===== config.mk =====
export PLATFORM = sky130hd
export DESIGN_NAME = clock_time_setter_flat
export DESIGN_NICKNAME = d
export VERILOG_FILES = /design/src/rtl/clock_time_setter_pkg.sv /design/src/rtl/clock_time_setter_if.sv /design/src/rtl/clock_time_setter_button_debounce.sv /design/src/rtl/clock_time_setter.sv /design/src/flat_wrapper.sv
export SDC_FILE = /design/constraint.sdc
export NUM_CORES = 1
export LEC_CHECK = 0
export CORE_MARGIN = 2
export CORE_UTILIZATION = 40
export DETAILED_ROUTE_END_ITERATION = 8
export GPL_ROUTABILITY_DRIVEN = 0
export HOLD_SLACK_MARGIN = 0.06
export PLACE_DENSITY = 0.59
export SETUP_SLACK_MARGIN = 0.15
export SYNTH_ARGS = -nofsm -noshare
export SYNTH_HDL_FRONTEND = slang
export SYNTH_SLANG_ARGS = --single-unit

===== constraint.sdc =====
create_clock -name clk -period 3.6 [get_ports clk]
set_input_delay 1.08 -clock clk [delete_from_list [all_inputs] [get_ports clk]]
set_output_delay 1.08 -clock clk [all_outputs]
set_load 0.05 [all_outputs]

===== src/rtl/clock_time_setter_pkg.sv =====
// Shared types, digit limits and the per-digit validation rule for the oven clock setter.
// The CLOCK_SET_12H_EN build only changes which branch of digit_ok the top selects.
package oven_pkg;

  typedef logic [3:0] bcd_t;

  typedef enum logic [1:0] {
    IDLE,
    ENTRY,
    LOAD
  } set_state_t;

  localparam bcd_t DIGIT_MAX        = 4'd9;
  localparam bcd_t HR_MSB_MAX_24    = 4'd2;
  localparam bcd_t HR_LSB_MAX_AT_20 = 4'd3;
  localparam bcd_t MIN_MSB_MAX      = 4'd5;
  localparam bcd_t HR_MSB_MAX_12    = 4'd1;
  localparam bcd_t HR_LSB_MAX_AT_10 = 4'd2;

  // hr2 is the hours MSB already entered; it bounds the hours LSB.
  function automatic logic digit_ok(input logic [1:0] idx, input bcd_t d,
                                    input bcd_t hr2, input logic twelve_hr);
    logic ok;
    ok = 1'b0;
    if (d <= DIGIT_MAX) begin
      case (idx)
        2'd3: ok = twelve_hr ? (d <= HR_MSB_MAX_12) : (d <= HR_MSB_MAX_24);
        2'd2: begin
          if (twelve_hr)
            ok = (hr2 == 4'd1) ? (d <= HR_LSB_MAX_AT_10) : (d != 4'd0);
          else
            ok = (hr2 == HR_MSB_MAX_24) ? (d <= HR_LSB_MAX_AT_20) : 1'b1;
        end
        2'd1:    ok = (d <= MIN_MSB_MAX);
        default: ok = 1'b1;
      endcase
    end
    return ok;
  endfunction

endpackage


===== src/rtl/clock_time_setter_if.sv =====
// Load handshake between the time setter (master) and the clock counter (slave).
interface clock_time_setter_if;
  import oven_pkg::*;

  logic load_valid;
  logic load_ready;
  bcd_t set_min1;
  bcd_t set_min2;
  bcd_t set_hr1;
  bcd_t set_hr2;

  modport master (output load_valid, output set_min1, output set_min2,
                  output set_hr1, output set_hr2, input load_ready);
  modport slave  (input load_valid, input set_min1, input set_min2,
                  input set_hr1, input set_hr2, output load_ready);
endinterface


===== src/rtl/clock_time_setter_button_debounce.sv =====
// Synchroniser plus stability counter for one active-low key; emits a one-cycle
// press pulse when the debounced level falls.
module button_debounce #(
  parameter int SYNC_STAGES     = 2,
  parameter int DEBOUNCE_CYCLES = 50000
) (
  input  logic clk,
  input  logic reset,
  input  logic i_pin_n,
  output logic o_press
);

  localparam int CW = (DEBOUNCE_CYCLES > 1) ? $clog2(DEBOUNCE_CYCLES) : 1;
  localparam logic [CW-1:0] CNT_LAST = CW'(DEBOUNCE_CYCLES - 1);

  logic [SYNC_STAGES-1:0] r_sync;
  logic [CW-1:0]          r_cnt;
  logic                   r_stable;
  logic                   r_press;
  logic                   w_sync;

  assign w_sync  = r_sync[SYNC_STAGES-1];
  assign o_press = r_press;

  // Keys idle high, so the chain and the debounced level reset to 1.
  always_ff @(posedge clk or posedge reset) begin
    if (reset) r_sync <= '1;
    else       r_sync <= {r_sync[SYNC_STAGES-2:0], i_pin_n};
  end

  always_ff @(posedge clk or posedge reset) begin
    if (reset) begin
      r_cnt    <= '0;
      r_stable <= 1'b1;
      r_press  <= 1'b0;
    end else if (w_sync == r_stable) begin
      r_cnt   <= '0;
      r_press <= 1'b0;
    end else if (r_cnt == CNT_LAST) begin
      r_cnt    <= '0;
      r_stable <= w_sync;
      r_press  <= ~w_sync;
    end else begin
      r_cnt   <= r_cnt + 1'b1;
      r_press <= 1'b0;
    end
  end

endmodule


===== src/rtl/clock_time_setter.sv =====
// Time-of-day entry FSM: debounced keys, shadow digits, validation, display mux and load handshake.
// Define CLOCK_SET_12H_EN for 12-hour validation; ports are identical in both builds.
module clock_time_setter
  import oven_pkg::*;
#(
  parameter int DEBOUNCE_CYCLES = 50000,
  parameter int SYNC_STAGES     = 2
) (
  input  logic                clk,
  input  logic                reset,
  input  bcd_t                in,
  input  logic [1:0]          pushButton,
  input  bcd_t                cur_min1,
  input  bcd_t                cur_min2,
  input  bcd_t                cur_hr1,
  input  bcd_t                cur_hr2,
  clock_time_setter_if.master load_bus,
  output bcd_t                disp0,
  output bcd_t                disp1,
  output bcd_t                disp2,
  output bcd_t                disp3,
  output logic                edit_active,
  output logic [1:0]          digit_idx,
  output logic                error
);

  set_state_t       r_state, w_state_next;
  bcd_t       [3:0] r_shadow, w_shadow_next;
  bcd_t       [3:0] r_set, w_set_next;
  logic       [1:0] r_idx, w_idx_next;
  logic             r_valid, w_valid_next;
  logic             r_error, w_error_next;
  logic             w_enter_ev, w_cancel_ev, w_enter, w_digit_ok;
  bcd_t       [1:0] w_entry_hr;

  button_debounce #(.SYNC_STAGES(SYNC_STAGES), .DEBOUNCE_CYCLES(DEBOUNCE_CYCLES)) u_enter (
    .clk(clk), .reset(reset), .i_pin_n(pushButton[0]), .o_press(w_enter_ev));
  button_debounce #(.SYNC_STAGES(SYNC_STAGES), .DEBOUNCE_CYCLES(DEBOUNCE_CYCLES)) u_cancel (
    .clk(clk), .reset(reset), .i_pin_n(pushButton[1]), .o_press(w_cancel_ev));

  assign w_enter = w_enter_ev & ~w_cancel_ev;

`ifdef CLOCK_SET_12H_EN
  localparam logic TWELVE_HR = 1'b1;
  logic w_hr_bad;
  // A running hour outside 01-12 cannot be edited digit by digit, so start from 12.
  assign w_hr_bad   = (cur_hr2 > 4'd1) || (cur_hr1 > 4'd9) ||
                      ((cur_hr2 == 4'd1) && (cur_hr1 > 4'd2)) ||
                      ((cur_hr2 == 4'd0) && (cur_hr1 == 4'd0));
  assign w_entry_hr = w_hr_bad ? {4'd1, 4'd2} : {cur_hr2, cur_hr1};
`else
  localparam logic TWELVE_HR = 1'b0;
  assign w_entry_hr = {cur_hr2, cur_hr1};
`endif

  assign w_digit_ok = digit_ok(r_idx, in, r_shadow[3], TWELVE_HR);

  always_ff @(posedge clk or posedge reset) begin
    if (reset) begin
      r_state  <= IDLE;
      r_shadow <= '0;
      r_set    <= '0;
      r_idx    <= 2'd3;
      r_valid  <= 1'b0;
      r_error  <= 1'b0;
    end else begin
      r_state  <= w_state_next;
      r_shadow <= w_shadow_next;
      r_set    <= w_set_next;
      r_idx    <= w_idx_next;
      r_valid  <= w_valid_next;
      r_error  <= w_error_next;
    end
  end

  always_comb begin
    w_state_next  = r_state;
    w_shadow_next = r_shadow;
    w_set_next    = r_set;
    w_idx_next    = r_idx;
    w_valid_next  = r_valid;
    w_error_next  = 1'b0;
    case (r_state)
      IDLE: begin
        if (w_enter) begin
          w_shadow_next = {w_entry_hr, cur_min2, cur_min1};
          w_idx_next    = 2'd3;
          w_state_next  = ENTRY;
        end
      end
      ENTRY: begin
        if (w_cancel_ev) begin
          w_idx_next   = 2'd3;
          w_state_next = IDLE;
        end else if (w_enter) begin
          if (w_digit_ok) begin
            w_shadow_next[r_idx] = in;
            if (r_idx != 2'd0) begin
              w_idx_next = r_idx - 2'd1;
            end else begin
              w_set_next   = w_shadow_next;
              w_valid_next = 1'b1;
              w_state_next = LOAD;
            end
          end else begin
            w_error_next = 1'b1;
          end
        end
      end
      LOAD: begin
        if (load_bus.load_ready) begin
          w_valid_next = 1'b0;
          w_idx_next   = 2'd3;
          w_state_next = IDLE;
        end
      end
      default: w_state_next = IDLE;
    endcase
  end

  assign load_bus.load_valid = r_valid;
  assign load_bus.set_min1   = r_set[0];
  assign load_bus.set_min2   = r_set[1];
  assign load_bus.set_hr1    = r_set[2];
  assign load_bus.set_hr2    = r_set[3];

  assign disp0 = (r_state == IDLE) ? cur_min1 : r_shadow[0];
  assign disp1 = (r_state == IDLE) ? cur_min2 : r_shadow[1];
  assign disp2 = (r_state == IDLE) ? cur_hr1  : r_shadow[2];
  assign disp3 = (r_state == IDLE) ? cur_hr2  : r_shadow[3];

  assign edit_active = (r_state != IDLE);
  assign digit_idx   = r_idx;
  assign error       = r_error;

endmodule

===== src/flat_wrapper.sv =====
// flat-port wrapper written by rule: the top's interface ports become plain ports
module clock_time_setter_flat import oven_pkg::*;
#(
  parameter int DEBOUNCE_CYCLES = 50000,
  parameter int SYNC_STAGES     = 2
)
  (clk, reset, in, pushButton, cur_min1, cur_min2, cur_hr1, cur_hr2, disp0, disp1, disp2, disp3, edit_active, digit_idx, error, load_bus_load_valid, load_bus_set_min1, load_bus_set_min2, load_bus_set_hr1, load_bus_set_hr2, load_bus_load_ready);
  clock_time_setter_if load_bus_i ();
  input  logic clk;
  input  logic reset;
  input  bcd_t in;
  input  logic [1:0] pushButton;
  input  bcd_t cur_min1;
  input  bcd_t cur_min2;
  input  bcd_t cur_hr1;
  input  bcd_t cur_hr2;
  output bcd_t disp0;
  output bcd_t disp1;
  output bcd_t disp2;
  output bcd_t disp3;
  output logic edit_active;
  output logic [1:0] digit_idx;
  output logic error;
  output wire logic [$bits(load_bus_i.load_valid)-1:0] load_bus_load_valid;
  output wire logic [$bits(load_bus_i.set_min1)-1:0] load_bus_set_min1;
  output wire logic [$bits(load_bus_i.set_min2)-1:0] load_bus_set_min2;
  output wire logic [$bits(load_bus_i.set_hr1)-1:0] load_bus_set_hr1;
  output wire logic [$bits(load_bus_i.set_hr2)-1:0] load_bus_set_hr2;
  input wire logic [$bits(load_bus_i.load_ready)-1:0] load_bus_load_ready;
  assign load_bus_load_valid = load_bus_i.load_valid;
  assign load_bus_set_min1 = load_bus_i.set_min1;
  assign load_bus_set_min2 = load_bus_i.set_min2;
  assign load_bus_set_hr1 = load_bus_i.set_hr1;
  assign load_bus_set_hr2 = load_bus_i.set_hr2;
  assign load_bus_i.load_ready = load_bus_load_ready;
  clock_time_setter #(.DEBOUNCE_CYCLES(DEBOUNCE_CYCLES), .SYNC_STAGES(SYNC_STAGES)) u_core (.clk(clk), .reset(reset), .in(in), .pushButton(pushButton), .cur_min1(cur_min1), .cur_min2(cur_min2), .cur_hr1(cur_hr1), .cur_hr2(cur_hr2), .load_bus(load_bus_i), .disp0(disp0), .disp1(disp1), .disp2(disp2), .disp3(disp3), .edit_active(edit_active), .digit_idx(digit_idx), .error(error));
endmodule

Yosys cells after proc, flatten, opt, wreduce, memory -nomap -nowiden --
Cells that the tools add are included.
Storage, ports and cells: flip-flop bits (word level) 78, output and inout bits 37, word-level logic and storage cells 117
Cells by class: add/subtract/negate cells 3, $lt $le $gt $ge 6, equal/unequal tests 20, muxes and demuxes 47, bitwise operators 7, reduce and logical (&&, ||, !) cells 14
Operators by type and width (count):
- 16-bit two-way mux | 8
- 16-bit by 1-bit adder with 16-bit output (second input constant) | 2
- 16-bit equality test (second input constant) | 2
- 16-bit one-hot mux with 2 select lines | 1
- 2-bit two-way mux | 12
- 4-bit two-way mux | 5
- 16-bit bitwise mux | 1
- 1-bit two-way mux | 15
- 5-bit AND reduction | 3
- 2-bit one-hot mux with 3 select lines | 2
- 6-bit AND reduction | 2
- 3-bit by 2-bit inequality test with 1-bit output (second input constant) | 3
- 4-bit demux with 2-bit select | 1
- 4-bit by 2-bit <= comparator with 1-bit output (second input constant) | 2
- 2-bit nonzero test | 4
- 2-bit equality test (second input constant) | 3
- 2-bit by 1-bit inequality test with 1-bit output (second input constant) | 3
- 2-bit inequality test (second input constant) | 3
- 1-bit inverter | 6
- 2-bit by 1-bit equality test with 1-bit output (second input constant) | 2
- 4-bit by 2-bit equality test with 1-bit output (second input constant) | 1
- 4-bit by 3-bit <= comparator with 1-bit output (second input constant) | 1
- 4-bit <= comparator (second input constant) | 1
- 2-bit AND reduction | 2
- other kinds (11) | 12

Logic depth before layout (Yosys ltp) --
Gate-level depths: netlist of the first run.
depth after elaboration 9, gate-level depth with buffers 9

By module --
A second synthesis of the first run with hierarchy kept.
Second synthesis, totals: cells, all modules 405, area total of the unflattened synthesis 4453.0 µm²
By module, submodules not included:
- clock_time_setter | times used 1, cells an instance 217, area an instance 2318.5 µm², sequential area each 953.4 µm²
- button_debounce | times used 2, cells an instance 94, area an instance 1067.3 µm², sequential area each 504.2 µm²

Least setup slack after synthesis of the first run --
Ideal clock, no wire load.
path type reg2out, start point reg u_core.r_state[1], end point out disp2[0], arrival time 1.817 ns, slack 0.703 ns, stages on the path, launching flop included 4, cell sequence dfrtp_1 -> nor2_1 -> clkbuf_1 -> o21ai_0
On the way: word-level cells in the longest chain between the ends 2
Ends and longest elaborated chain:
- start, declared | line clock_time_setter.sv:27 | set_state_t r_state, w_state_next;
- start signal, assigned | line clock_time_setter.sv:67 | r_state <= w_state_next;
- 2-bit logical NOT | line clock_time_setter.sv:129 | assign disp2 = (r_state == IDLE) ? cur_hr1 : r_shadow[2];
- 4-bit two-way mux | line clock_time_setter.sv:129
- end, declared | line flat_wrapper.sv:19 | output bcd_t disp2;
No other way between the ends.

Worst setup path in the final report of the first run --
start point in cur_min1[2], end point out disp0[2]
On the way: word-level cells in the longest chain between the ends 1
Ends and longest elaborated chain:
- start, declared | line flat_wrapper.sv:13 | input bcd_t cur_min1;
- 4-bit two-way mux | line clock_time_setter.sv:127 | assign disp0 = (r_state == IDLE) ? cur_min1 : r_shadow[0];
- end, declared | line flat_wrapper.sv:17 | output bcd_t disp0;
No other way between the ends.

==> qor.yml, run 1 <==
run_status: "finished, final reports clean"
drv_slew: 0
layout.cells.non_filler: 599
synth_fp_nets: 429
ys_seq_area_share_pct: 49.7
hold_viol_final: 0
clock_skew_ps: 11.6
max_cap_viol_count: 0
insertion_delay_ps: 350
fp.dieArea_um2: 10700
timing_worst_setup_path_type: "primary input to output port"
viasPerCell: 5.16
num_vias: 3090
crit_start: "cur_min1[2]"
async_flop_share_pct: 100
fin_nets: 493
final_util_pct: 52.9
synth_edf_count: 0
worstPathRequired_ps: 2520
num_rows: 36
setup_violations: 0
drcViolationCount: 0
max_slew_margin_pct: 54.2
wl_um: 9090
crit_fanout: 2
h-tree-depth: 3
internal_power_w: 0.00141
synthCells: 397
ys_seq_elements: 78
leakage_nw: 2.23
grt_overflow: 0
grt_pass1_wl_um: 15200
yosys_warnings: 0
initial_core_util_pct: 40.7
final_common_cell: "nor2_1"
crit_path_start_kind: "primary input"
yosysUniqueCellTypes: 51
hp-class: "flop to flop"
fin_tns_setup_ps: 0
areaGrowthSynthToFinish_pct: 29.8
clk_pin_slew_ps: 70
fin_crit_sh_pct: 85.3
grt_max_degree: 79
reg2reg_from: "u_core.digit_idx[0]$_DFFE_PP1P_"
p_switching_w: 0.000439
root_buffer: "clkbuf_8"
ctsResizeCount: 0
crit_path_end_kind: "output port"
clockPowerShare_pct: 40.8
post_cts_buffers: 0
n_antenna_cell: 0
antenna_found_initial: 0
crit_path_end: "disp0[2]"
grt_util_all_layers_pct: 18.4
cts_tree: "done"
final_cell_mix: "76 x nor2_1, 70 x dfrtp_1, 45 x clkdlybuf4s50_1"
dpl.hpwl_um: 6390
ant_nets: 0
p_per_area_nw_per_um2: 360
max_freq_mhz: 326
period_needed_ps: 3070
p_seq_share_pct: 49.1
rsz0062_at_grt: "no"
tightest_slew_ps: 685
placedCellCount: 583
first_global_vias: 3032
coreArea_um2: 9680
chipHeight_um: 103
rrSetupSlack_ps: 990
avgSynthCellArea_um2: 9.94
cts_buffers: 9
cp.arrival_ps: 1990
num_io_pins: 62
cts_num_sinks: 78
routedWlPerCell_um: 15.2
drt_iter0_drc: 122
layout-drive-gt1-share_pct: 17.0
reg2reg_to: "u_core.r_shadow[5]$_DFFE_PP0P_"
comb_power_share_pct: 10.1
r2r_cells: 7
die_x_um: 103
swShare_pct: 23.8
ctsHoldBuffers: 0
synth_flop_cell: "dfrtp_1"
drt-pass1-iter-count: 4
ir_drop_mv: 0.194
clk_path_buf_depth: 2
place.port_buffers: 61
syn-cell-area_um2: 3950
per-layer routing:
layer | track usage (%) | vias to the layer above | part of all wire, %
met5 | 0 | - | 0
met4 | 7.89 | 0 | 2.3
met3 | 3.29 | 17 | 3.8
met2 | 30.6 | 66 | 48
met1 | 23.7 | 1502 | 46
li1 | - | 1505 | -
cells in the mapped netlist (2+ instances only):
library cell | n | area share [%]
dfstp_2 | 8 | 5.3
o221a_2 | 6 | 1.7
mux2i_1 | 13 | 3.3
ha_1 | 7 | 2.2
nor4_1 | 2 | 0.32
a31oi_1 | 2 | 0.32
a221oi_1 | 6 | 1.3
o21a_1 | 2 | 0.38
o21ai_0 | 12 | 1.5
xnor2_1 | 11 | 2.4
or2_2 | 5 | 0.79
and2_1 | 2 | 0.32
mux2_4 | 2 | 0.76
and4_1 | 2 | 0.44
nand2_1 | 23 | 2.2
xor2_1 | 19 | 4.2
or3_1 | 3 | 0.48
nor2_1 | 76 | 7.2
inv_1 | 19 | 1.8
a21oi_1 | 13 | 1.6
dfrtp_1 | 70 | 44
mux2_2 | 10 | 2.9
a21o_1 | 2 | 0.38
and3_1 | 8 | 1.3
nand4_1 | 11 | 1.7
o21ai_2 | 2 | 0.44
o22ai_1 | 3 | 0.48
nand3_1 | 13 | 1.6
nor3b_1 | 5 | 0.95
a22oi_1 | 2 | 0.38
nor3_1 | 4 | 0.51
nor2b_1 | 3 | 0.48
a211oi_1 | 2 | 0.38
clkbuf_1 | 12 | 1.1
stage by stage:
stage	hold slack (ps)	setup slack, ps	total power, W	cell area (um2)
2_1_floorplan	345	538	0.00101	3950
3_3_place_gp	346	500	0.00111	4900
3_5_place_dp	347	404	0.00111	4900
4_1_cts	358	524	0.00187	5120
5_1_grt	362	495	0.00192	5120
6_report	357	530	0.00185	5120
flip-flops by register name (all words and copies together) (netlist names), 2 cells and up:
signal                    cells
u_core.r_shadow              16
u_core.u_cancel.r_cnt        16
u_core.u_enter.r_cnt         16
u_core.load_bus.set_hr1       4
u_core.load_bus.set_hr2       4
u_core.load_bus.set_min1      4
u_core.load_bus.set_min2      4
u_core.digit_idx              2
u_core.r_state                2
u_core.u_cancel.r_sync        2
u_core.u_enter.r_sync         2
power by group through the flow:
stage	clock (W)	combinational, W	sequential (W)
finish	0.000753	0.000186	0.000907
global route	0.000812	0.000201	0.000910
CTS	0.000772	0.000189	0.000907
detailed placement	0	0.000188	0.000924
global placement	0	0.000187	0.000924
floorplan	0	0.0000926	0.000921
kinds of logic after synthesis:
group / Yosys count / synth area share (%)
compound gates: 59 / 10.9
fa+ha+maj: 7 / 2.22
mux: 25 / 6.91
xor+xnor: 30 / 6.66
flops: 78 / 49.7
buf+inv: 34 / 3.55
simple gates: 164 / 20.0
final cells by class:
| type | count | area [um2] |
|---|---|---|
| timing repair buffer | 68 | 848 |
| fill | 903 | 4560 |
| sequential | 78 | 1960 |
| multi-input combinational | 285 | 1850 |
| tap | 133 | 166 |
| clock inverter | 4 | 70.1 |
| clock buffer | 12 | 155 |
| inverter | 19 | 71.3 |
critical path, cell delays in order:
cell and delay (ps):
clkdlybuf4s50_1 450, mux2_2 310, buf_12 150
worst min path at each step:
stage	start	endpoint	cells after the start	slack [ps]
after floorplan	u_core.u_cancel.r_sync[0]$_DFF_PP1_	u_core.u_cancel.r_sync[1]$_DFF_PP1_	0	350
after global placement	u_core.u_cancel.r_sync[0]$_DFF_PP1_	u_core.u_cancel.r_sync[1]$_DFF_PP1_	0	350
after detailed placement	u_core.u_cancel.r_sync[0]$_DFF_PP1_	u_core.u_cancel.r_sync[1]$_DFF_PP1_	0	350
after CTS	u_core.u_cancel.r_sync[0]$_DFF_PP1_	u_core.u_cancel.r_sync[1]$_DFF_PP1_	0	360
after global routing	u_core.u_cancel.r_sync[0]$_DFF_PP1_	u_core.u_cancel.r_sync[1]$_DFF_PP1_	0	360
final	u_core.u_enter.r_sync[0]$_DFF_PP1_	u_core.u_enter.r_sync[1]$_DFF_PP1_	0	360
Note: power is estimated with default switching activity, not from simulation.
==> inputs of run 2 (changes only) <==
ABC_CLOCK_PERIOD_IN_PS = 3600   (was default)
CORE_MARGIN = default   (was 2)
==> run 2 against run 1 <==
Flip-flop and latch count stayed put; critical path depth grew 1; clock skew about the same; non-clock buffer count grew 1; fmax rose by 0.27%; core utilization up 1.6 points; first-iteration DRC count down 16%; sequential power barely moved.
==> qor.yml, run 2 (synthesis results as in run 1) <==
drcViolationCount: 0  # unchanged
clk_path_buf_depth: 2  # unchanged
drt-pass1-iter-count: 4  # unchanged
final_util_pct: 54.5  # +1.6 points
n_antenna_cell: 0  # unchanged
p_total_w: 0.00189  # +2.3%
crit_path_end_kind: "output port"
layout-drive-gt1-share_pct: 17.2  # +0.21 points
final_common_cell: "nor2_1"
place_area_um2: 4890  # -0.15%
wl_met1_um: 4350  # +4.9%
place.port_buffers: 61  # unchanged
run_status: "finished, final reports clean"
grt_max_degree: 55  # -30%
ctsResizeCount: 0  # unchanged
fin_nets: 494  # +0.20%
p_per_area_nw_per_um2: 368  # +2.2%
crit_fanout: 2  # unchanged
final_cell_area_um2: 5130  # about the same
setup_violations: 0  # unchanged
post_cts_buffers: 0  # unchanged
first_global_vias: 3049  # +0.56%
routedWlPerCell_um: 14.9  # -1.7%
grt_util_all_layers_pct: 18.9  # +0.50 points
max_cap_viol_count: 0  # unchanged
fin_tns_setup_ps: 0  # unchanged
hold_viol_final: 0  # unchanged
h-tree-depth: 3  # unchanged
grt_overflow: 0  # unchanged
viasPerCell: 5.10  # -1.1%
num_io_pins: 62  # unchanged
cts_buffers: 9  # unchanged
ctsHoldBuffers: 0  # unchanged
die_x_um: 101  # -1.9%
clock_skew_ps: 11.6  # +0.0343 ps
crit_path_start_kind: "primary input"
layout.cells.non_filler: 595  # -0.67%
areaGrowthSynthToFinish_pct: 29.9  # about the same
ir_drop_mv: 0.198  # +2.4%
initial_core_util_pct: 41.9  # +1.2 points
period_needed_ps: 3060  # -8.14 ps
timing_worst_setup_path_type: "primary input to output port"
clk_pin_slew_ps: 70  # about the same
ant_nets: 0  # unchanged
wl_met2_um: 4080  # -7.3%
drt_iter0_drc: 102  # -16%
insertion_delay_ps: 350  # about the same
max_freq_mhz: 327  # +0.27%
cts_num_sinks: 78  # unchanged
num_rows: 35  # -2.8%
dpl.hpwl_um: 6320  # -1.2%
top_layer_used: "met4"
chipHeight_um: 101  # -1.9%
cts_tree: "done"
root_buffer: "clkbuf_8"
rsz0062_at_grt: "no"
tightest_slew_ps: 748  # +63.2 ps
top_regs: "u_core.r_shadow x16, u_core.u_cancel.r_cnt x16, u_core.u_enter.r_cnt x16"
dr_wl_met3_um: 308  # -11%
grt_pass1_wl_um: 15000  # -0.86%
placedCellCount: 580  # -0.51%
num_vias: 3035  # -1.8%
hp-class: "flop to flop"
cp.arrival_ps: 1980  # about the same
leakage_nw: 2.24  # +0.24%
drv_slew: 0  # unchanged
max_slew_margin_pct: 50.0  # -4.2 points
final_cell_mix: "75 x nor2_1, 70 x dfrtp_1, 45 x clkdlybuf4s50_1"
worstPathRequired_ps: 2520  # about the same
wl_um: 8880  # -2.4%
coreArea_um2: 9420  # -2.8%
fp.dieArea_um2: 10300  # -3.8%
fin_crit_sh_pct: 85.0  # -0.23 points
antenna_found_initial: 0  # unchanged
## run 2: cell count changes in the layout (fill, tap and decap cells not counted), sizes merged
cell / delta
buf: +1
bufinv: +1
clkbuf: -1
clkinv: -1
## run 2: path summary, 6_finish.rpt
path	slack, ps	to	from	depth (start not counted)
min	360	u_core.u_cancel.r_sync[1]$_DFF_PP1_	u_core.u_cancel.r_sync[0]$_DFF_PP1_	0
max reg2reg	980	u_core.r_shadow[13]$_DFFE_PP0P_	u_core.digit_idx[0]$_DFFE_PP1P_	7
max in group asynchronous	1790	u_core.u_enter.r_sync[1]$_DFF_PP1_	reset	3
max	540	disp3[2]	cur_hr2[2]	4
min reg2reg	360	u_core.u_cancel.r_sync[1]$_DFF_PP1_	u_core.u_cancel.r_sync[0]$_DFF_PP1_	0
min in group asynchronous	1090	u_core.u_enter.r_cnt[13]$_DFF_PP0_	reset	2
## run 2: per-stage QoR
stage	hold slack, ps	setup slack, ps
after floorplan	345	538
after global routing	361	486
after CTS	359	537
after detailed placement	347	472
after global placement	345	517
final	357	538
## run 2: area by class of cell
class	count	area [um2]
Timing Repair Buffer	69	843
Clock inverter	4	95.1
Multi-Input combinational cell	285	1850
Fill cell	852	4290
Tap cell	129	161
Clock buffer	11	141
Inverter	19	71.3
Sequential cell	78	1960
## run 2: worst max-delay path, cell delays in order
cell and delay [ps]:
clkdlybuf4s50_1 510, nand2_1 60, o21ai_0 150, buf_12 180
## run 2: routing by layer
metal / vias to the layer above / track usage, %
li1: 1510 / -
met1: 1460 / 25.7
met2: 53 / 30.1
met3: 12 / 3.59
met4: 0 / 7.13
met5: - / 0
## run 2: report_power, final
group	internal, W	leakage, nW	switching, W	total (W)
registers	0.000894	1.01	0.0000129	0.000907
logic	0.0000861	1.11	0.0000991	0.000185
clock network	0.000475	0.119	0.000320	0.000795
total	0.00146	2.24	0.000432	0.00189
==> inputs of run 3 (changes only) <==
CTS_CLUSTER_SIZE = 25   (was default)
GPL_TIMING_DRIVEN = 0   (was default)
==> run 3 against run 2 <==
Power fell by 5.5%; count of clock-buffer cells in the layout decreased by 1; cell count increased by 1.3%; sequential power about the same; non-clock buffer count up 7; flip-flop and latch count did not move; combinational power down 17%; register-to-register slack got worse by 200 ps; die area did not move; clock skew up 7.7 ps; clock power is 8.9% lower; critical endpoint is now disp2[2].
==> qor.yml, run 3 (synthesis results as in run 1) <==
h-tree-depth: 3  # unchanged
reg2reg_from: "u_core.digit_idx[1]$_DFFE_PP1P_"
dpl.hpwl_um: 6550  # +3.7%
wl_um: 9170  # +3.4%
worstPathRequired_ps: 2520  # about the same
final_cell_mix: "75 x nor2_1, 70 x dfrtp_1, 44 x clkdlybuf4s50_1"
ant_nets: 0  # unchanged
final_cell_area_um2: 4950  # -3.5%
cts_num_sinks: 78  # unchanged
max_cap_viol_count: 0  # unchanged
hold-path-endpoint: "u_core.u_cancel.r_sync[1]$_DFF_PP1_"
slowest_delay_ps: 550  # +40 ps
run_status: "finished, final reports clean"
hp-class: "flop to flop"
antenna_found_initial: 0  # unchanged
leakage_nw: 2.15  # -4.1%
grt_max_degree: 66  # +20%
num_rows: 35  # unchanged
initial_core_util_pct: 41.9  # unchanged
r2r_cells: 7  # unchanged
cp_top_family: "buffers and inverters"
hold_viol_final: 0  # unchanged
rsz0062_at_grt: "yes"
crit_path_start_kind: "primary input"
setup_violations: 0  # unchanged
clock_skew_ps: 19.3  # +7.66 ps
num_io_pins: 62  # unchanged
drt_iter0_drc: 100  # -2.0%
viasPerCell: 5.16  # +1.2%
min_path_cells: 0  # unchanged
routedWlPerCell_um: 15.2  # +2.0%
layout-drive-gt1-share_pct: 12.9  # -4.3 points
chipHeight_um: 101  # unchanged
timing_worst_setup_path_type: "primary input to output port"
fin_crit_sh_pct: 93.7  # +8.7 points
cts_tree: "done"
fin_nets: 501  # +1.4%
min_from: "u_core.u_cancel.r_sync[0]$_DFF_PP1_"
grt_util_all_layers_pct: 19.7  # +0.75 points
crit_path_end_kind: "output port"
place.port_buffers: 60  # -1.6%
drv_slew: 0  # unchanged
ctsHoldBuffers: 0  # unchanged
ir_drop_mv: 0.201  # +1.2%
tightest_slew_ps: 762  # +13.8 ps
crit_fanout: 2  # unchanged
max_freq_mhz: 296  # -9.2%
first_global_vias: 3136  # +2.9%
reg2reg_to: "u_core.r_shadow[12]$_DFFE_PP0P_"
fp.dieArea_um2: 10300  # unchanged
drcViolationCount: 0  # unchanged
num_vias: 3112  # +2.5%
crit_chain: "clkdlybuf4s50_1 > nand2_1 > o21ai_0 > clkdlybuf4s15_1"
final_common_cell: "nor2_1"
clk_pin_slew_ps: 70  # about the same
coreArea_um2: 9420  # unchanged
die_x_um: 101  # unchanged
grt_overflow: 0  # unchanged
areaGrowthSynthToFinish_pct: 25.3
top_regs: "u_core.r_shadow x16, u_core.u_cancel.r_cnt x16, u_core.u_enter.r_cnt x16"
max_slew_margin_pct: 48.7  # -1.2 points
drt-pass1-iter-count: 4  # unchanged
n_antenna_cell: 0  # unchanged
rrSetupSlack_ps: 780  # -200 ps
cts_buffers: 9  # unchanged
layout.cells.non_filler: 603  # +1.3%
insertion_delay_ps: 360  # about the same
slowest_stage: "clkdlybuf4s15_1"
placedCellCount: 587  # +1.2%
clk_path_buf_depth: 2  # unchanged
period_needed_ps: 3370  # +312 ps
p_per_area_nw_per_um2: 361  # -2.0%
final_util_pct: 52.5  # -1.9 points
root_buffer: "clkbuf_8"
crit_buf_inv: 2  # unchanged
grt_pass1_wl_um: 15300  # +1.5%
place_area_um2: 4740  # -3.1%
cp.arrival_ps: 2290  # +310 ps
post_cts_buffers: 0  # unchanged
-- run 3: cell count changes in the layout (fill, tap and decap cells not counted), moves of 3 or more --
cell             delta
clkinvlp_4          +3
buf_12             -17
clkdlybuf4s15_1     +3
clkbuf_1           +11
dlygate4sd2_1      +13
buf_4               -6
-- run 3: report_power, final --
| part | switching (W) | internal [W] | total [W] |
|---|---|---|---|
| clock network | 0.000335 | 0.000389 | 0.000724 |
| registers | 0.0000130 | 0.000894 | 0.000907 |
| logic | 0.0000938 | 0.0000589 | 0.000153 |
-- run 3: what timing repair did --
action                                  in CTS  in global routing
resized for setup                           19                  3
endpoints found under the setup margin      17                  3
gates cloned                                 0                  0
-- run 3: metrics by stage --
stage	setup slack, ps	setup TNS (ps)	hold WS, ps	total power [W]
after floorplan	538	0	345	0.00101
after global placement	-787	-56190	346	0.00108
after detailed placement	-134	-953	347	0.00109
after CTS	220	0	358	0.00181
after global routing	142	0	361	0.00186
final	226	0	357	0.00178
-- run 3: how the worst max path moves through the flow --
stage / slack (ps) / endpoint / cells after the start / start
after global routing: 140 / disp2[2] / 5 / u_core.r_state[1]$_DFFE_PP0P_
after detailed placement: -130 / disp1[2] / 4 / u_core.r_state[1]$_DFFE_PP0P_
after floorplan: 540 / u_core.error$_DFF_PP0_ / 1 / reset
after global placement: -790 / u_core.load_bus.set_min2[0]$_DFFE_PP0P_ / 2 / reset
after CTS: 220 / disp2[2] / 4 / cur_hr1[2]
final: 230 / disp2[2] / 4 / cur_hr1[2]
-- run 3: final cells by class --
type | instances | area, um2
Clock inverter | 6 | 87.6
Multi-Input combinational cell | 285 | 1850
Inverter | 19 | 73.8
Sequential cell | 78 | 1960
Timing Repair Buffer | 61 | 612
Clock buffer | 10 | 128
Tap cell | 129 | 161
Fill cell | 886 | 4470
Buffer | 15 | 70.1
-- run 3: per-layer routing --
layer	GRT usage (%)	wire (um)	vias up
met5	0	0	-
met4	7.36	131	0
met3	3.66	339	13
met2	34.1	4540	53
met1	24.4	4160	1521
li1	-	-	1525
==> edit 1, RTL diff (config.mk and constraints of run 2) <==
`DEBOUNCE_CYCLES` is set to 50000 in 3 places; all go to 25000.
--- a/src/rtl/clock_time_setter_button_debounce.sv
+++ b/src/rtl/clock_time_setter_button_debounce.sv
@@ -2,7 +2,7 @@
 // press pulse when the debounced level falls.
 module button_debounce #(
   parameter int SYNC_STAGES     = 2,
-  parameter int DEBOUNCE_CYCLES = 50000
+  parameter int DEBOUNCE_CYCLES = 25000
 ) (
   input  logic clk,
   input  logic reset,
--- a/src/rtl/clock_time_setter.sv
+++ b/src/rtl/clock_time_setter.sv
@@ -3,7 +3,7 @@
 module clock_time_setter
   import oven_pkg::*;
 #(
-  parameter int DEBOUNCE_CYCLES = 50000,
+  parameter int DEBOUNCE_CYCLES = 25000,
   parameter int SYNC_STAGES     = 2
 ) (
   input  logic                clk,
--- a/src/flat_wrapper.sv
+++ b/src/flat_wrapper.sv
@@ -1,7 +1,7 @@
 // flat-port wrapper written by rule: the top's interface ports become plain ports
 module clock_time_setter_flat import oven_pkg::*;
 #(
-  parameter int DEBOUNCE_CYCLES = 50000,
+  parameter int DEBOUNCE_CYCLES = 25000,
   parameter int SYNC_STAGES     = 2
 )
   (clk, reset, in, pushButton, cur_min1, cur_min2, cur_hr1, cur_hr2, disp0, disp1, disp2, disp3, edit_active, digit_idx, error, load_bus_load_valid, load_bus_set_min1, load_bus_set_min2, load_bus_set_hr1, load_bus_set_hr2, load_bus_load_ready);
Function: no difference found for any inputs over 10 cycles, from zero or initial values and one cycle with reset high; that may be too few to reach the edited logic, so the function may still have changed.
==> edit 1 against run 2 <==
  * Setup slack got worse by 0.019 ns
  * Wire length is 0.74% lower
  * Design area decreased by 3.5%
  * First-iteration DRC count up 27%
  * Area after synthesis decreased by 2.9%
  * Sequential cell count down 2
  * Total power down 13%
  * Critical endpoint is now disp0[2]
  * Largest power group unchanged
==> edit 1: results (changes against run 2) <==
[setup_path]
r2r-end=u_core.r_shadow[8]  ; was u_core.r_shadow[13]
ff2ff_setup_slack_ns=1.02  ; was 0.98 ns
crit_end=disp0[2]  ; was disp3[2]
cp_slowest_stage_delay_ns=0.45  ; was 0.51 ns
crit_start=cur_min1[2]  ; was cur_hr2[2]
critPathArrivalTime_ns=2.00  ; was 1.98 ns

[route]
wl_um=8809  ; was 8875 µm
wl_met2_um=4050  ; was 4075 µm
drt_iter0_markers=130  ; was 102
wl_met3_um=371  ; was 308 µm

[grt]
grt_max_degree=77  ; was 55
grt_pass1_vias=2982  ; was 3049
grtUsageTotal=0.1925  ; was 0.1891
antenna_found_initial=0  ; unchanged
use_met3=0.03412  ; was 0.03589
grt_pass1_wl_um=14720  ; was 15030 µm
grtUsageMet1=0.2693  ; was 0.2566

[pwr]
leakage_nw=2.139  ; was 2.236 nW
ir_drop_mv=0.1865  ; was 0.1984 mV

[layout]
final_cells=586  ; was 595
drive_gt1_frac=0.1685  ; was 0.1717
reg_top3=u_core.r_shadow x16, u_core.u_cancel.r_cnt x15, u_core.u_enter.r_cnt x15  ; was u_core.r_shadow x16, u_core.u_cancel.r_cnt x16, u_core.u_enter.r_cnt x16
fin_nets=484  ; was 494
multiInputGateArea_um2=1795  ; was 1853 µm²

[hold_path]
hold_start=u_core.u_enter.r_sync[0]  ; was u_core.u_cancel.r_sync[0]
hold_class=reg -> reg  ; unchanged
min_to=u_core.u_enter.r_sync[1]  ; was u_core.u_cancel.r_sync[1]

[clock_tree]
htree_levels=3  ; unchanged

[synth]
synthAdderAreaFrac=0.02286  ; was 0.02219
syn_area_per_cell_um2=9.925  ; was 9.940 µm²
synth_compound_area_frac=0.1123  ; was 0.1091
ys_seq_area_frac=0.4990  ; was 0.4971
synthMuxAreaShare=0.07120  ; was 0.06912
synth_common_cells=75 x nor2_1, 68 x dfrtp_1, 26 x nand2_1, 18 x inv_1, 17 x xor2_1  ; was 76 x nor2_1, 70 x dfrtp_1, 23 x nand2_1, 19 x inv_1, 19 x xor2_1
synth.top_cells.by_area=dfrtp_1 44%, nor2_1 7.3%, dfstp_2 5.5%, xor2_1 3.9%, mux2i_1 3.4%  ; was dfrtp_1 44%, nor2_1 7.2%, dfstp_2 5.3%, xor2_1 4.2%, mux2i_1 3.3%
synth-xor-area-share=0.06401  ; was 0.06658

[run_status]
status=finished clean  ; unchanged

[sta]
tightestPinTransition_ns=0.6342  ; was 0.7485 ns
fin_skew_ns=0.005521  ; was 0.01162 ns
fin_crit_sh=0.8558  ; was 0.8505
hold_slack_ns=0.3576  ; was 0.3566 ns

[placement]
hpwl_um=6239  ; was 6318 µm
dpl.cell_count=570  ; was 580
placed_area_um2=4780  ; was 4891 µm²
pre_cts_ws_ns=0.4273  ; was 0.4717 ns

## edit 1: cell count changes after synthesis, sizes merged, moves of 2 or more
cell / change
and3: -2
and4: -2
clkbuf: -2
dfrtp: -2
nand2: +3
nand3: +4
nand4: -8
nor4: +2
or2: -5
or3: +4
xor2: -2
## edit 1: worst register-to-register path: cells and delay by family, from the launching register on
family	cells	cell delay [ns]
AO/OA/AOI/OAI	3	0.89
adder cells (fa/ha/maj)	1	0.36
buffers and inverters	1	0.09
flip-flops	1	0.57
AND/OR/NAND/NOR	2	0.54
## edit 1: cell type report
class                           count  share of cell area
Timing Repair Buffer               69              0.1704
Sequential cell                    76              0.3863
Clock inverter                      5            0.005563
Tap cell                          129             0.03262
Inverter                           18             0.01365
Multi-Input combinational cell    278              0.3628
Clock buffer                       11             0.02857
## edit 1: power breakdown
group	switching, mW	total, mW	internal (mW)
Sequential	0.0126	0.885	0.872
Clock	0.312	0.576	0.265
Combinational	0.0997	0.186	0.0862
==> edit 2, RTL diff (config.mk and constraints of run 2) <==
Without the edit above. Register the input `pushButton` before use. The logic sees it one clock later. The other inputs are not delayed to match.
--- a/src/rtl/clock_time_setter.sv
+++ b/src/rtl/clock_time_setter.sv
@@ -24,6 +24,12 @@
   output logic                error
 );
 
+  logic [1:0] pushButton_q;
+
+  always_ff @(posedge clk) begin
+    pushButton_q <= pushButton;
+  end
+
   set_state_t       r_state, w_state_next;
   bcd_t       [3:0] r_shadow, w_shadow_next;
   bcd_t       [3:0] r_set, w_set_next;
@@ -34,9 +40,9 @@
   bcd_t       [1:0] w_entry_hr;
 
   button_debounce #(.SYNC_STAGES(SYNC_STAGES), .DEBOUNCE_CYCLES(DEBOUNCE_CYCLES)) u_enter (
-    .clk(clk), .reset(reset), .i_pin_n(pushButton[0]), .o_press(w_enter_ev));
+    .clk(clk), .reset(reset), .i_pin_n(pushButton_q[0]), .o_press(w_enter_ev));
   button_debounce #(.SYNC_STAGES(SYNC_STAGES), .DEBOUNCE_CYCLES(DEBOUNCE_CYCLES)) u_cancel (
-    .clk(clk), .reset(reset), .i_pin_n(pushButton[1]), .o_press(w_cancel_ev));
+    .clk(clk), .reset(reset), .i_pin_n(pushButton_q[1]), .o_press(w_cancel_ev));
 
   assign w_enter = w_enter_ev & ~w_cancel_ev;
 
Check against the original RTL: same outputs for any inputs over 10 cycles, from zero or initial values and one cycle with reset high; that may be too few to reach the edited logic, so the function may still have changed.
==> edit 2 against run 2 <==
  * Wire length grew 5.2%
  * Hold slack got worse by 0.061 ns
  * Synthesized cell count increased by 3.8%
  * Area after synthesis is 6.5% higher
  * Total power increased by 6.0%
  * Setup slack got worse by 0.021 ns
  * Design area grew 5.4%
  * Sequential cell count grew 2
  * Largest cell class is now multi-input gates
  * Highest routed layer unchanged
==> edit 2: results (changes against run 2) <==
[run_status]
status=finished clean  ; unchanged

[clock_tree]
htree_levels=3  ; unchanged
clk_pin_slew_worst_paths_ns=0.07  ; about the same
post-cts-setup-buffers=0  ; unchanged
cts_resized=0  ; unchanged
clk_latency_ns=0.36
ctsRootBufferMaster=clkbuf_8  ; unchanged
cts_buffers=9  ; unchanged
clockBufferDepth=2  ; unchanged

[route]
wl_met3_um=344  ; was 308 µm
num_vias=3182  ; was 3035
drt_iter0_markers=81  ; was 102
wl_met1_um=4355  ; was 4348 µm
top_layer=met4  ; unchanged
wl_um=9336  ; was 8875 µm
wl_met2_um=4562  ; was 4075 µm

[layout]
n_all_inverters=19  ; unchanged
seq_cells=80  ; was 78
clock_buffers=13  ; was 11
multiInputGateArea_um2=2056  ; was 1853 µm²
n_all_buffers=71  ; was 69
buf_share=0.1588  ; was 0.1645
fin_nets=511  ; was 494
fill_cells=905  ; was 852
antenna_cells=0  ; unchanged
drive_gt1_frac=0.2025  ; was 0.1717
nMultiInputCombCells=298  ; was 285
reg_top3=u_core.r_shadow x16, u_core.u_cancel.r_cnt x16, u_core.u_enter.r_cnt x16  ; unchanged
clock_area_frac=0.04605  ; was 0.04612
regArea_um2=2002  ; was 1962 µm²

[sta]
tightestPinTransition_ns=0.9474  ; was 0.7485 ns
fin_skew_ns=0.02210  ; was 0.01162 ns

[synth]
synth_top_family_by_area=simple AND/OR/NAND/NOR gates  ; unchanged
synth.top_cells.by_area=dfrtp_1 42%, dfstp_2 5.0%, nor2_1 4.6%, nand2_1 4.3%, a221oi_2 3.6%  ; was dfrtp_1 44%, nor2_1 7.2%, dfstp_2 5.3%, xor2_1 4.2%, mux2i_1 3.3%
synthMuxAreaShare=0.06790  ; was 0.06912
synth_common_cells=70 x dfrtp_1, 52 x nor2_1, 48 x nand2_1, 28 x o21ai_0, 18 x inv_1  ; was 76 x nor2_1, 70 x dfrtp_1, 23 x nand2_1, 19 x inv_1, 19 x xor2_1
synthAdderAreaFrac=0.02085  ; was 0.02219
ys_seq_area_frac=0.4765  ; was 0.4971
synth-xor-area-share=0.06254  ; was 0.06658
synth_compound_area_frac=0.1444  ; was 0.1091
synthArstFlopShare=0.9750  ; was 1.000
synthDistinctLibCells=52  ; was 51
syn-num-nets=444  ; was 429

[hold_path]
hold_class=reg -> reg  ; unchanged
hold-path-cell-count=0  ; unchanged

[setup_path]
critPathArrivalTime_ns=2.00  ; was 1.98 ns
reg2reg_depth=7  ; unchanged
slowest_stage=clkdlybuf4s50_1  ; unchanged

[pwr]
ir_drop_mv=0.2482  ; was 0.1984 mV
intPower_mw=1.526  ; was 1.456 mW
leakage_nw=2.330  ; was 2.236 nW

[grt]
grtUsageMet2=0.3127  ; was 0.3014
grt_pass1_vias=3252  ; was 3049
grt_max_degree=79  ; was 55
grt_pass1_wl_um=16040  ; was 15030 µm
grtUsageTotal=0.1847  ; was 0.1891
grtUsageMet1=0.2394  ; was 0.2566
use_met3=0.02820  ; was 0.03589

[placement]
hpwl_um=6628  ; was 6318 µm
port_buffers=61  ; unchanged

==> edit 2: changes by cell type after synthesis, moves of 6 or more <==
cell	delta
o21ai_0	+16
nand2_1	+25
a221oi_2	+10
nand4_1	-7
nor2b_1	+6
nor2_1	-24
nand2b_1	+7
a21oi_1	-11
mux2_4	+8
mux2i_1	-13
==> edit 2: per-stage QoR <==
step,cells,area (µm²),setup slack (ns)
after global routing,620,5406,0.4456
after global placement,604,5157,0.3808
after detailed placement,604,5157,0.3108
final,620,5406,0.5172
after floorplan,412,4202,0.4938
after CTS,620,5406,0.5242
==> edit 2: power groups by stage <==
| stage | Sequential, mW | Combinational, mW | Clock, mW |
|---|---|---|---|
| CTS | 0.928 | 0.248 | 0.853 |
| global placement | 0.945 | 0.244 | 0 |
| floorplan | 0.943 | 0.128 | 0 |
| finish | 0.928 | 0.244 | 0.828 |
| detailed placement | 0.945 | 0.247 | 0 |
| global route | 0.930 | 0.262 | 0.884 |
==> edit 2: cell families after synthesis <==
logic type / after synthesis
muxes: 22
adders and majority gates: 7
buffers and inverters: 34
DFF: 80
and+or+nand+nor: 169
AOI/OAI and AO/OA: 70
xor gates and xnor gates: 30
==> edit 2: final timing paths <==
path	start	endpoint	slack [ns]
worst min register to register	u_core.pushButton_q[1]	u_core.u_cancel.r_sync[0]	0.30
max in group asynchronous	reset	u_core.digit_idx[0]	2.13
worst max register to register	u_core.digit_idx[1]	u_core.load_bus.set_min2[0]	0.92
worst min-delay path	u_core.pushButton_q[1]	u_core.u_cancel.r_sync[0]	0.30
worst max-delay path	cur_hr2[2]	disp3[2]	0.52
min in group asynchronous	reset	u_core.r_shadow[12]	1.13
==> edit 2: worst max-delay path, delay by kind of cell <==
kind | cells | cell delay (ns)
compound gates | 1 | 0.15
simple gates | 1 | 0.06
buf+inv | 2 | 0.71
